### src/rtl/mc_control_unit_if.sv
// ============================================================================
// mc_control_unit_if : control-unit <-> datapath signal bundle
// Rev 1.0
// ============================================================================
`default_nettype none

interface mc_control_unit_if #(
  parameter int OPCODE_W = 4,
  parameter int WAIT_W   = 8
);
  logic [OPCODE_W-1:0] opcode;
  logic                mem_ready;
  logic                alu_done;
  logic                resume;

  logic                reg_write;
  logic                mem_read;
  logic                mem_write;
  logic                alu_enable;
  logic                alu_start;
  logic                pc_enable;
  logic                halt;
  logic                fault;
  logic [2:0]          state;
  logic [WAIT_W-1:0]   wait_cnt;

  // master: the control unit, which drives the strobes
  modport master (
    input  opcode, mem_ready, alu_done, resume,
    output reg_write, mem_read, mem_write, alu_enable, alu_start,
           pc_enable, halt, fault, state, wait_cnt
  );

  // slave: the datapath / instruction source
  modport slave (
    output opcode, mem_ready, alu_done, resume,
    input  reg_write, mem_read, mem_write, alu_enable, alu_start,
           pc_enable, halt, fault, state, wait_cnt
  );
endinterface

`default_nettype wire

### src/rtl/mc_control_unit.sv
// ============================================================================
// mc_control_unit : multi-cycle instruction sequencer with memory/ALU waits
// Rev 1.0
// ============================================================================
`default_nettype none

module mc_control_unit #(
  parameter int                  OPCODE_W  = 4,
  parameter logic [OPCODE_W-1:0] OP_LOAD   = 4'b0011,
  parameter logic [OPCODE_W-1:0] OP_STORE  = 4'b0100,
  parameter logic [OPCODE_W-1:0] OP_CRYPTO = 4'b0101,
  parameter logic [OPCODE_W-1:0] OP_HALT   = 4'b1111,
  parameter int                  WAIT_W    = 8,
  parameter int unsigned         TIMEOUT   = 200
) (
  input  wire logic           clk,
  input  wire logic           reset,
  mc_control_unit_if.master   bus
);

  typedef enum logic [2:0] {
    S_FETCH     = 3'd0,
    S_DECODE    = 3'd1,
    S_EXECUTE   = 3'd2,
    S_MEM       = 3'd3,
    S_WRITEBACK = 3'd4,
    S_HALT      = 3'd5,
    S_ALU_WAIT  = 3'd6,
    S_FAULT     = 3'd7
  } state_e;

  localparam bit C_TO_EN = (TIMEOUT != 0);

  state_e              state_q, state_d;
  logic [WAIT_W-1:0]   wait_cnt_q, wait_cnt_d;
  logic                timeout_hit;

  assign timeout_hit = C_TO_EN && (32'(wait_cnt_q) == TIMEOUT);

  always_comb begin
    state_d = state_q;
    unique case (state_q)
      S_FETCH:   state_d = S_DECODE;
      S_DECODE:  state_d = S_EXECUTE;
      S_EXECUTE: begin
        if (bus.opcode == OP_LOAD || bus.opcode == OP_STORE) state_d = S_MEM;
        else if (bus.opcode == OP_CRYPTO)                    state_d = S_ALU_WAIT;
        else if (bus.opcode == OP_HALT)                      state_d = S_HALT;
        else                                                 state_d = S_WRITEBACK;
      end
      // Completion is tested first so it beats a coincident timeout
      S_MEM: begin
        if (bus.mem_ready)     state_d = S_WRITEBACK;
        else if (timeout_hit)  state_d = S_FAULT;
      end
      S_ALU_WAIT: begin
        if (bus.alu_done)      state_d = S_WRITEBACK;
        else if (timeout_hit)  state_d = S_FAULT;
      end
      S_WRITEBACK: state_d = S_FETCH;
      S_HALT:      if (bus.resume) state_d = S_FETCH;
      S_FAULT:     state_d = S_FAULT;
      default:     state_d = S_FETCH;
    endcase

    // Counter restarts on each fresh entry into a wait state and saturates
    wait_cnt_d = '0;
    if ((state_d == S_MEM || state_d == S_ALU_WAIT) && state_d == state_q) begin
      wait_cnt_d = (wait_cnt_q == '1) ? wait_cnt_q : wait_cnt_q + WAIT_W'(1);
    end
  end

  always_ff @(posedge clk or posedge reset) begin
    if (reset) begin
      state_q    <= S_FETCH;
      wait_cnt_q <= '0;
    end else begin
      state_q    <= state_d;
      wait_cnt_q <= wait_cnt_d;
    end
  end

  // Strobes decode straight from the state register so reset clears them at once
  always_comb begin
    bus.reg_write  = 1'b0;
    bus.mem_read   = 1'b0;
    bus.mem_write  = 1'b0;
    bus.alu_enable = 1'b0;
    bus.alu_start  = 1'b0;
    bus.pc_enable  = 1'b0;
    bus.halt       = 1'b0;
    bus.fault      = 1'b0;
    unique case (state_q)
      S_EXECUTE: begin
        bus.alu_enable = 1'b1;
        bus.alu_start  = (bus.opcode == OP_CRYPTO);
      end
      S_MEM: begin
        bus.mem_read  = (bus.opcode == OP_LOAD);
        bus.mem_write = (bus.opcode == OP_STORE);
      end
      S_ALU_WAIT:  bus.alu_enable = 1'b1;
      S_WRITEBACK: begin
        bus.pc_enable = 1'b1;
        bus.reg_write = (bus.opcode != OP_STORE);
      end
      S_HALT: begin
        bus.halt      = 1'b1;
        bus.pc_enable = bus.resume;
      end
      S_FAULT:     bus.fault = 1'b1;
      default:     ;
    endcase
  end

  assign bus.state    = state_q;
  assign bus.wait_cnt = wait_cnt_q;

endmodule

`default_nettype wire

### src/flat_wrapper.sv
// flat-port wrapper written by rule: the top's interface ports become plain ports
module mc_control_unit_flat 
#(
  parameter int                  OPCODE_W  = 4,
  parameter logic [OPCODE_W-1:0] OP_LOAD   = 4'b0011,
  parameter logic [OPCODE_W-1:0] OP_STORE  = 4'b0100,
  parameter logic [OPCODE_W-1:0] OP_CRYPTO = 4'b0101,
  parameter logic [OPCODE_W-1:0] OP_HALT   = 4'b1111,
  parameter int                  WAIT_W    = 8,
  parameter int unsigned         TIMEOUT   = 200
)
  (clk, reset, bus_opcode, bus_mem_ready, bus_alu_done, bus_resume, bus_reg_write, bus_mem_read, bus_mem_write, bus_alu_enable, bus_alu_start, bus_pc_enable, bus_halt, bus_fault, bus_state, bus_wait_cnt);
  mc_control_unit_if #(.OPCODE_W(OPCODE_W), .WAIT_W(WAIT_W)) bus_i ();
  input  wire logic clk;
  input  wire logic reset;
  input wire logic [$bits(bus_i.opcode)-1:0] bus_opcode;
  input wire logic [$bits(bus_i.mem_ready)-1:0] bus_mem_ready;
  input wire logic [$bits(bus_i.alu_done)-1:0] bus_alu_done;
  input wire logic [$bits(bus_i.resume)-1:0] bus_resume;
  output wire logic [$bits(bus_i.reg_write)-1:0] bus_reg_write;
  output wire logic [$bits(bus_i.mem_read)-1:0] bus_mem_read;
  output wire logic [$bits(bus_i.mem_write)-1:0] bus_mem_write;
  output wire logic [$bits(bus_i.alu_enable)-1:0] bus_alu_enable;
  output wire logic [$bits(bus_i.alu_start)-1:0] bus_alu_start;
  output wire logic [$bits(bus_i.pc_enable)-1:0] bus_pc_enable;
  output wire logic [$bits(bus_i.halt)-1:0] bus_halt;
  output wire logic [$bits(bus_i.fault)-1:0] bus_fault;
  output wire logic [$bits(bus_i.state)-1:0] bus_state;
  output wire logic [$bits(bus_i.wait_cnt)-1:0] bus_wait_cnt;
  assign bus_i.opcode = bus_opcode;
  assign bus_i.mem_ready = bus_mem_ready;
  assign bus_i.alu_done = bus_alu_done;
  assign bus_i.resume = bus_resume;
  assign bus_reg_write = bus_i.reg_write;
  assign bus_mem_read = bus_i.mem_read;
  assign bus_mem_write = bus_i.mem_write;
  assign bus_alu_enable = bus_i.alu_enable;
  assign bus_alu_start = bus_i.alu_start;
  assign bus_pc_enable = bus_i.pc_enable;
  assign bus_halt = bus_i.halt;
  assign bus_fault = bus_i.fault;
  assign bus_state = bus_i.state;
  assign bus_wait_cnt = bus_i.wait_cnt;
  mc_control_unit #(.OPCODE_W(OPCODE_W), .OP_LOAD(OP_LOAD), .OP_STORE(OP_STORE), .OP_CRYPTO(OP_CRYPTO), .OP_HALT(OP_HALT), .WAIT_W(WAIT_W), .TIMEOUT(TIMEOUT)) u_core (.clk(clk), .reset(reset), .bus(bus_i));
endmodule
### config.mk
export PLATFORM = sky130hd
export DESIGN_NAME = mc_control_unit_flat
export DESIGN_NICKNAME = d
export VERILOG_FILES = /design/src/rtl/mc_control_unit_if.sv /design/src/rtl/mc_control_unit.sv /design/src/flat_wrapper.sv
export SDC_FILE = /design/constraint.sdc
export NUM_CORES = 1
export LEC_CHECK = 0
export CAP_MARGIN = 20
export CORE_MARGIN = 2
export CORE_UTILIZATION = 44
export CTS_CLUSTER_DIAMETER = 200
export CTS_CLUSTER_SIZE = 20
export DETAILED_ROUTE_END_ITERATION = 10
export HOLD_SLACK_MARGIN = 0.02
export PLACE_DENSITY_LB_ADDON = 0.1
export SYNTH_ARGS = -nofsm -noshare
export SYNTH_HDL_FRONTEND = slang
export SYNTH_SLANG_ARGS = --single-unit
### constraint.sdc
create_clock -name clk -period 1.64 [get_ports clk]
set_input_delay 0.328 -clock clk [delete_from_list [all_inputs] [get_ports clk]]
set_output_delay 0.328 -clock clk [all_outputs]
set_load 0.01 [all_outputs]
* Yosys cells after proc, flatten, opt, wreduce, memory -nomap -nowiden
Index checks and enable logic that the tools add are counted.
Word-level totals: latch bits 0, bits of input ports 9, bits in registers 11, output and inout port bits 19, memory bits (writable) 0, bits in read-only memories 0, memories 0
Cells by class: div/mod/pow operators 0, bitwise logic cells 0, equal/unequal tests 18, shift operators 0, multiplexer cells 18, reductions and logical operators 5, multipliers 0, order comparisons 0, add/subtract/negate cells 1
Operators by type and width (number):
- 3-bit one-hot mux with 8 select lines | 1
- 3-bit 2-to-1 mux | 6
- 8-bit equality test (second input constant) | 2
- 8-bit 2-to-1 mux | 2
- 3-bit equality test (second input constant) | 5
- 3-bit by 2-bit equality test with 1-bit output (second input constant) | 3
- 8-bit by 1-bit adder with 8-bit output (second input constant) | 1
- 4-bit by 3-bit equality test with 1-bit output (second input constant) | 2
- 1-bit 2-to-1 mux | 8
- 4-bit by 2-bit equality test with 1-bit output (second input constant) | 1
- 4-bit equality test (second input constant) | 1
- 4-bit by 3-bit inequality test with 1-bit output (second input constant) | 1
- 3-bit by 1-bit equality test with 1-bit output (second input constant) | 1
- 3-bit equality test | 1
- 3-bit zero test | 1
- 1-bit logical OR | 2
- 2-bit inequality test (second input constant) | 1
- 1-bit one-hot mux with 2 select lines | 1
- 2-bit OR reduction | 1
- 1-bit logical AND | 1

* Logic depth before layout (Yosys ltp)
depth after elaboration 9, gate-level depth with buffers 7

* Worst setup path before layout
Ideal clock, no wire load.
path kind register -> output, start point register u_core.state_q[0] (netlist: u_core.bus.state[0]), end point output bus_pc_enable, setup slack 153 ps, required time 1312 ps, data arrival time 1159 ps, stages on the path, launching flop included 6, cells stage by stage dfrtp_1 -> buf_4 -> nor2b_1 -> o21ai_1 -> o311ai_2 -> nor2_1
On the way: word-level cells in the longest chain between the ends 2, elaborated cells on any way between the ends 3, classes of those cells eq/ne (2); mux (1)
Ends and longest elaborated chain:
- from (decl) | line mc_control_unit.sv:34 | state_e state_q, state_d;
- from (signal assigned) | line mc_control_unit.sv:78 | state_q <= state_d;
- 3-bit equality test | line mc_control_unit.sv:93 | unique case (state_q)
- 1-bit one-hot mux with 2 select lines (*) | line mc_control_unit.sv:93
- to (decl) | line flat_wrapper.sv:25 | output wire logic [$bits(bus_i.pc_enable)-1:0] bus_pc_enable;
Mark *: on every way between the ends. The rest lies on a longest branch, timed or not.

* Worst setup path after layout
Ends and elaborated chain as after synthesis.

==> summary.txt <==
Outcome
  • Status: finished with violations
  • Failing checks: negative setup slack

Routing
  • Detail Route Antenna Nets: 0
  • Routed vias/inst: 5.41
  • Drt first pass iters: 4
  • Number of remaining DRC errors: 0
  • Wire per inst: 15.6 um
  • Overall routed net length: 2860 um
  • Initial DRC count: 18
  • DR vias: 995

Logic synthesis
  • Synth area leaders: dfrtp_1 34%, nor2_1 7.8%, nor3_2 4.9%
  • Share of the synthesized area in the top cell type: between 30% and 40%
  • Syn nets: between 100 and 150
  • Main combinational cell family by area after synthesis: simple AND/OR/NAND/NOR gates
  • Gate count after technology mapping: 98
  • Seq/Total Area, Yosys: 33.7%
  • Count of cell types in the netlist: 36
  • Post-Synth Simple-Gate Area: 39.5%
  • Compound-Gate Fraction of Synth Area: 13.8%
  • Avg Synthesized Cell Area: 8.34 um^2
  • Ys async rst share: 100%
  • Post-synth top flop: dfrtp_1
  • Post-synthesis mux area share: 3.68%
  • Post-synth top area cell: dfrtp_1
  • Mapped Area: between 800 and 900 um^2
  • Number of flops mapped to enable cells by yosys: 0
  • FF+latch count, synth: 11
  • Adder-cell share of the synthesized area: 3.06%
  • Yosys Warn Count: 0
  • Synth Area in XOR/XNOR: 1.07%

Finish
  • Fin cells: around 180
  • Layout area overhead: 84.5%
  • Final core utilization: 86.4%
  • Diode count: 0
  • Layout cells sized above 1: 52.8%
  • Final net count: 171
  • Final instance area: 1510 um^2

Clocking
  • CTS max path bufs: 2
  • Clock Pin Slew Worst Setup and Hold Paths: 0.07 ns
  • H-tree depth: 1
  • Root Driver: clkbuf_4
  • Sink Count: 11
  • Hold-fix buffer count after cts: 0
  • CTS tree: yes
  • Skew-Pair Late Insertion Delay: about 0.28 ns
  • TritonCTS Buffers: 3

GRT
  • Initial antenna violation count: 0
  • Gr usage total: between 20% and 30%
  • Wire length of the first global-routing pass: between 3000 and 4000 um
  • GRT Residual Overflow: 0
  • Vias in the first global route: around 860
  • Pin count of the biggest net entering global routing: 12

Setup path
  • Crit path max-delay family: flip-flops
  • CP max stage cell: dfrtp_1
  • CP required: 1.31 ns
  • Crit path cell chain: nor2b_1 > o21ai_2 > o311ai_4 > nor2_1 > buf_2
  • Reg2reg end: u_core.bus.wait_cnt[6]$_DFFE_PP0P_
  • Worst flop-to-flop path startpoint: u_core.bus.wait_cnt[1]$_DFFE_PP0P_
  • Flop2flop setup slack: -0.03 ns
  • Worst endpoint data arrival time: 1.39 ns
  • Crit. End Element: primary output
  • Cells on worst reg2reg path: 7
  • Setup crit start kind: register
  • WS Path Type: reg2out
  • Slowest stage delay, CP: 0.42 ns
  • Worst-path fanout max: 4
  • Bufs and invs on worst path: 1

STA
  • Hold slack: about 0.35 ns
  • Fmax: 0.582 GHz
  • Period utilization: 105%
  • Final hold violations: 0
  • Clock period minus worst slack: around 1.7 ns
  • Slew Viols, Final: 0
  • Worst setup margin: -0.0772 ns
  • Normalized max-slew margin: 71.3%
  • Unrepaired setup endpoints after global routing: true
  • Final setup fails: 8
  • Actual slew at the worst max-slew pin: roughly 0.43 ns
  • Setup TNS: -0.174 ns
  • Post-Route Skew: 0.00109 ns

Pwr
  • PwrDens: 1270 nW/um^2
  • Tot Pwr: 1.92 mW
  • Lkg Pwr: 0.690 nW
  • Peak supply drop: 0.772 mV

Placed design
  • I/O Buffers: 27
  • Hpwl dp: between 1500 and 2000 um
  • Setup WS pre-CTS: -0.669 ns
  • Placer Congestion: 0.784
  • Placed cells: 167
  • DP Area: 1250 um^2

Die
  • Initial Util: approximately 47%
  • I/O pins: 28
  • Die Span X: between 40 and 50 um
  • Die area: 2220 um^2
  • Die H: roughly 47 um
  • Row count: 15
  • CORE AREA: ~1700 um^2

Flow run
  • Max-capacitance violation count: 0

Worst hold path
  • Worst Hold Class: in2async
cells in the mapped netlist (2+ instances only):
master,count
nand2_1,7
o21ai_0,4
nor2_1,17
nor3_1,2
mux2i_1,3
ha_1,2
nand3b_1,2
nand2b_1,2
nor4_1,2
and3_1,4
inv_1,7
a21o_1,2
nand2_2,2
dfrtp_1,11
nor3_2,4
o21ai_1,3
nand3_1,5
routing by layer:
metal / up-vias / global-route usage [%] / share of wire, %
li1: 473 / - / -
met1: 481 / 34.1 / 41
met2: 37 / 41.9 / 53
met3: 4 / 8.08 / 5.2
met4: 0 / 8.33 / 1.1
met5: - / 0 / 0
placed cells by master (no fill, tap or decap), drive strengths merged, types with 2 or more instances in the layout:
cell type	synthesis	final
dfrtp	11	11
nand2b	3	3
nor4	3	3
nand3	5	5
nor3	6	6
o21ai	7	7
nor3b	2	2
and3	4	4
clkdlybuf4s15	0	2
clkbuf	0	7
a21o	2	2
buf	2	39
nor2	17	17
inv	8	8
nand2	9	9
nand3b	2	2
clkdlybuf4s50	0	11
mux2i	3	3
ha	2	2
dlygate4sd2	0	3
state kept, by name (all words and copies together), names as in the netlist:
name,cells
u_core.bus.state,3
u_core.bus.wait_cnt,8
layout make-up:
type                    instances  area (um^2)
well taps                      25         31.3
repair buffers                 59          475
multi-input cells              77          661
inverters                       8         30.0
fillers                        93          238
flip-flops and latches         11          284
clock buffers                   4         26.3
logic make-up (layout without fill, tap and decap cells):
group | after synthesis | after routing
flip-flops | 11 | 11
multiplexers | 3 | 3
AND/OR/NAND/NOR | 55 | 55
buffers and inverters | 10 | 71
XOR/XNOR | 1 | 1
adder cells (fa/ha/maj) | 2 | 2
AO/OA/AOI/OAI | 16 | 16
power by group:
group | internal, mW | switching, mW
Sequential | 0.327 | 0.0669
Combinational | 0.693 | 0.639
Clock | 0.0946 | 0.0977
worst max path at each step:
stage                                             start       endpoint  slack (ns)  cells after the start
after floorplan           u_core.bus.state[0]$_DFF_PP0_  bus_pc_enable        0.15                      5
after global placement                    bus_opcode[1]  bus_pc_enable       -0.61                      6
after detailed placement                  bus_opcode[1]  bus_pc_enable       -0.67                      6
after CTS                                    bus_resume  bus_pc_enable       -0.05                      6
after global routing      u_core.bus.state[0]$_DFF_PP0_  bus_pc_enable       -0.13                      5
final                     u_core.bus.state[0]$_DFF_PP0_  bus_pc_enable       -0.08                      5
timing repair:
action	in CTS	in global routing
gates resized for setup	68	21
setup buffers	6	7
endpoints found under the setup margin	21	18
pin swaps	2	14
Note: power is estimated with default switching activity, not from simulation.
==> variant 1: new RTL, same flow settings <==
`OPCODE_W` is set to 4 in 3 places; all go to 5.
--- a/src/rtl/mc_control_unit_if.sv
+++ b/src/rtl/mc_control_unit_if.sv
@@ -6,5 +6,5 @@
 
 interface mc_control_unit_if #(
-  parameter int OPCODE_W = 4,
+  parameter int OPCODE_W = 5,
   parameter int WAIT_W   = 8
 );
--- a/src/rtl/mc_control_unit.sv
+++ b/src/rtl/mc_control_unit.sv
@@ -6,5 +6,5 @@
 
 module mc_control_unit #(
-  parameter int                  OPCODE_W  = 4,
+  parameter int                  OPCODE_W  = 5,
   parameter logic [OPCODE_W-1:0] OP_LOAD   = 4'b0011,
   parameter logic [OPCODE_W-1:0] OP_STORE  = 4'b0100,
--- a/src/flat_wrapper.sv
+++ b/src/flat_wrapper.sv
@@ -2,5 +2,5 @@
 module mc_control_unit_flat 
 #(
-  parameter int                  OPCODE_W  = 4,
+  parameter int                  OPCODE_W  = 5,
   parameter logic [OPCODE_W-1:0] OP_LOAD   = 4'b0011,
   parameter logic [OPCODE_W-1:0] OP_STORE  = 4'b0100,
Interface: changed (resized bus_opcode); port bits go from 28 to 29. No check against the original RTL was run, so the function may have changed too.
==> variant 1 against the unedited design <==
- total power shrank 20%
- highest routed layer unchanged
- final area shrank 7.7%
- the run still ends with setup timing left
- routed wire length shrank 14%
- fmax shrank 2.1%
- sequential cell count is the same
- worst setup slack lost 0.037 ns
- synthesized area grew 0.46%
- die area grew 0.43%
- clock skew grew 0.0067 ns
- first-iteration DRC count grew 33%
- largest cell class unchanged
==> variant 1: results (changes against the unedited design) <==
{
  "yosys": {
    "synth_fp_nets": {"value": 106, "change": "was 109"},
    "netlist-cell-type-count": {"value": 38, "change": "was 36"}
  },
  "placed_design": {
    "final_replace_weighted_congestion": {"value": 0.820, "change": "was 0.784"},
    "place_area": {"value": 0.00127, "unit": "mm²", "change": "was 0.00125 mm²"},
    "buffer_ports.inserted": {"value": 28, "change": "was 27"}
  },
  "cells_and_area": {
    "nonClockBufferCount": {"value": 58, "change": "was 59"},
    "layout.buffer.nonclock.area_share": {"value": 33.7, "unit": "%", "change": "was 31.5%"},
    "clock_network_area_fraction": {"value": 1.89, "unit": "%", "change": "was 1.74%"},
    "final_non_filler_cells": {"value": 177, "change": "was 184"},
    "fraction_of_final_layout_cells_sized_beyond_drive_strength_1": {"value": 47.4, "unit": "%", "change": "was 52.8%"},
    "multi_input_cells": {"value": 74, "change": "was 77"}
  },
  "global_route": {
    "groute.layer.met1.usage": {"value": 30.5, "unit": "%", "change": "was 34.1%"}
  },
  "power": {
    "power.density": {"value": 1100, "unit": "mW/mm²", "change": "was 1270 mW/mm²"},
    "ir_drop": {"value": 646, "unit": "µV", "change": "was 772 µV"}
  },
  "sta": {
    "final.setup_skew": {"value": 0.00779, "unit": "ns", "change": "was 0.00109 ns"},
    "finalSetupTns": {"value": -0.203, "unit": "ns", "change": "was -0.174 ns"},
    "layout_setup_ws": {"value": -0.114, "unit": "ns", "change": "was -0.0772 ns"},
    "setup-violations-final": {"value": 3, "change": "was 8"}
  },
  "routing": {
    "route.layer.met1.wl": {"value": 1.04, "unit": "mm", "change": "was 1.17 mm"},
    "drt-initial-drc-count": {"value": 24, "change": "was 18"}
  },
  "run_status": {
    "violated_checks": {"value": "setup timing", "change": "unchanged"},
    "run_status": {"value": "finished with violations", "change": "unchanged"}
  },
  "setup_path": {
    "cp-endpoint": {"value": "bus_alu_start", "change": "was bus_pc_enable"},
    "regToRegSetupSlack": {"value": 0.07, "unit": "ns", "change": "was -0.03 ns"},
    "reg2reg_depth": {"value": 6, "change": "was 7"}
  }
}
-- variant 1: cell types whose count changed after synthesis, sizes merged, moves of 2 or more --
| cell | before | now |
|---|---|---|
| nor2b | 1 | 3 |
| o21ai | 7 | 5 |
| nor3 | 6 | 8 |
| nand2 | 9 | 3 |
| nor3b | 2 | 4 |
| inv | 8 | 5 |
| nor4 | 3 | 1 |
| a21o | 2 | 0 |
| and3 | 4 | 8 |
| a31oi | 1 | 3 |
| nor2 | 17 | 11 |
-- variant 1: timing repair --
| item | in CTS | in global routing |
|---|---|---|
| pin swaps | 4 | 4 |
| setup endpoints to repair | 14 | 20 |
| setup buffers | 5 | 4 |
| gates cloned | 0 | 0 |
| gates resized for setup | 56 | 20 |
| endpoints found under the hold margin | 0 | 0 |
-- variant 1: kinds of logic after synthesis --
group,after synthesis,synth area share (%)
AOI/OAI and AO/OA,13,9.91
xor gates and xnor gates,1,1.07
adders and majority gates,2,3.05
buffers and inverters,9,4.88
DFF,11,33.5
muxes,2,2.44
and+or+nand+nor,56,45.1
==> variant 2: new RTL, config.mk and constraints unchanged <==
Made on the original files. Make the reset (`reset`) synchronous in one clocked block.
--- a/src/rtl/mc_control_unit.sv
+++ b/src/rtl/mc_control_unit.sv
@@ -71,5 +71,5 @@
   end
 
-  always_ff @(posedge clk or posedge reset) begin
+  always_ff @(posedge clk) begin
     if (reset) begin
       state_q    <= S_FETCH;
Formal check against the unedited RTL: differs if reset is asserted again (counterexample within 4 cycles, from zero or initial values and one cycle with reset high); with reset held inactive, the same outputs for 10 cycles.
==> variant 2 against the unedited design <==
- register-to-register slack better by 0.04 ns
- clock skew grew 0.0067 ns
- sequential cell count is the same
- routed wire length fell by 1.3%
- hold slack improved by 0.25 ns
- final cell count is 1.1% lower
- sequential share of layout area shrank 2.5 points
- first-iteration DRC count rose by 89%
- final area down 7.6%
- synthesized area fell by 2.1%
- worst setup slack gained 0.091 ns
- critical endpoint is now u_core.bus.wait_cnt[3]$_SDFFE_PP0P_
Power is not compared: it rests on default switching activity, and its combinational part moved more than twofold at a synthesized area within 25%.
==> variant 2: results (changes against the unedited design) <==
{
  "yosys": {
    "synth_area_per_cell": {"value": 7.76, "unit": "µm²", "change": "was 8.34 µm²"},
    "yosys_most_used_dff": {"value": "sky130_fd_sc_hd__dfxtp_1", "change": "was sky130_fd_sc_hd__dfrtp_1"},
    "async_flop_share": {"value": 0, "unit": "%", "change": "was 100%"},
    "synth_fp_nets": {"value": 114, "change": "was 109"},
    "synth_largest_type_area_fraction": {"value": 27.5, "unit": "%", "change": "was 33.7%"},
    "yosysSeqAreaShare": {"value": 27.5, "unit": "%", "change": "was 33.7%"},
    "post_synth_main_area_contributors": {"value": "sky130_fd_sc_hd__dfxtp_1, sky130_fd_sc_hd__nor3_1, sky130_fd_sc_hd__a31oi_1", "change": "was sky130_fd_sc_hd__dfrtp_1, sky130_fd_sc_hd__nor2_1, sky130_fd_sc_hd__nor3_2"}
  },
  "global_route": {
    "grtUsageTotal": {"value": 26.4, "unit": "%", "change": "was 26.3%"},
    "global_route_wire_length_before_repair": {"value": 3.97, "unit": "mm", "change": "was 3.93 mm"}
  },
  "sta": {
    "final.setup_skew": {"value": 0.00776, "unit": "ns", "change": "was 0.00109 ns"},
    "worst_slew_margin_rel": {"value": 64.0, "unit": "%", "change": "was 71.3%"},
    "finalSetupTns": {"value": 0, "unit": "ns", "change": "was -0.174 ns"}
  },
  "routing": {
    "detail_route.wl_per_cell": {"value": 15.5, "unit": "µm", "change": "was 15.6 µm"},
    "routed-via-count": {"value": 1068, "change": "was 995"},
    "via_per_inst": {"value": 5.87, "change": "was 5.41"},
    "drt-initial-drc-count": {"value": 34, "change": "was 18"}
  },
  "placed_design": {
    "hpwl_after_dpl": {"value": 1.74, "unit": "mm", "change": "was 1.68 mm"},
    "numPlacedInstances": {"value": 172, "change": "was 167"},
    "final_replace_weighted_congestion": {"value": 0.843, "change": "was 0.784"},
    "placement.setup.worst_slack": {"value": -0.535, "unit": "ns", "change": "was -0.669 ns"}
  },
  "setup_path": {
    "crit_family": {"value": "compound AO/OA/AOI/OAI gates", "change": "was flip-flops"},
    "critPathMaxStageDelay": {"value": 0.52, "unit": "ns", "change": "was 0.42 ns"},
    "worstReg2RegEnd": {"value": "u_core.bus.wait_cnt[3]$_SDFFE_PP0P_", "change": "was u_core.bus.wait_cnt[6]$_DFFE_PP0P_"},
    "regToRegSetupSlack": {"value": 0.01, "unit": "ns", "change": "was -0.03 ns"},
    "critical_path.max_fanout": {"value": 8, "change": "was 4"},
    "timing_worst_setup_path_type": {"value": "reg -> reg", "change": "was reg -> out"},
    "crit_path_top_delay_cell": {"value": "sky130_fd_sc_hd__o32ai_4", "change": "was sky130_fd_sc_hd__dfrtp_1"}
  },
  "cells_and_area": {
    "n_fill_cell": {"value": 113, "change": "was 93"},
    "fraction_of_final_layout_cells_sized_beyond_drive_strength_1": {"value": 41.4, "unit": "%", "change": "was 52.8%"}
  },
  "hold_path": {
    "hold_path_class": {"value": "reg -> reg", "change": "was in -> async"}
  },
  "run_status": {
    "run_status": {"value": "complete, no violations", "change": "was finished with violations"}
  }
}
==> variant 2: logic make-up after synthesis <==
group | Yosys count | share of synthesized area, %
AOI/OAI and AO/OA | 26 | 24.4
xor gates and xnor gates | 1 | 1.10
adders and majority gates | 2 | 3.13
buffers and inverters | 9 | 4.22
DFF | 11 | 27.5
muxes | 2 | 2.50
and+or+nand+nor | 52 | 37.1
==> variant 2: what timing repair did <==
item	in CTS	in global routing
endpoints found under the setup margin	23	11
gates cloned	0	0
pin swaps	11	6
gates resized for setup	42	16
setup buffers	3	3
==> variant 2: routing by layer <==
| layer | GRT usage [%] | part of all wire [%] | vias up |
|---|---|---|---|
| met5 | 0 | 0 | - |
| met4 | 10.6 | 1.7 | 0 |
| met3 | 3.53 | 8.8 | 6 |
| met2 | 41.1 | 47 | 62 |
| met1 | 36.6 | 42 | 498 |
| li1 | - | - | 502 |
==> variant 2: where the power goes <==
| part | switching, µW | internal [µW] |
|---|---|---|
| combinational | 106 | 124 |
| sequential | 6.06 | 275 |
| clock | 109 | 90.6 |
| total | 221 | 490 |
==> variant 2: area by class of cell <==
cell class / count / area (µm²) / area share (%)
Sequential cell: 11 / 228 / 16.3
Inverter: 4 / 15.0 / 1.08
Multi-Input combinational cell: 83 / 631 / 45.2
Tap cell: 25 / 31.3 / 2.24
Clock inverter: 1 / 5.00 / 0.359
Timing Repair Buffer: 55 / 462 / 33.1
Clock buffer: 3 / 22.5 / 1.62
==> variant 2: through the flow <==
stage / utilization (%) / hold slack, ns
CTS: 78.0 / 0.586
global placement: 72.8 / 0.565
floorplan: - / 0.397
finish: 80.7 / 0.604
detailed placement: 72.8 / 0.587
global route: 80.7 / 0.631
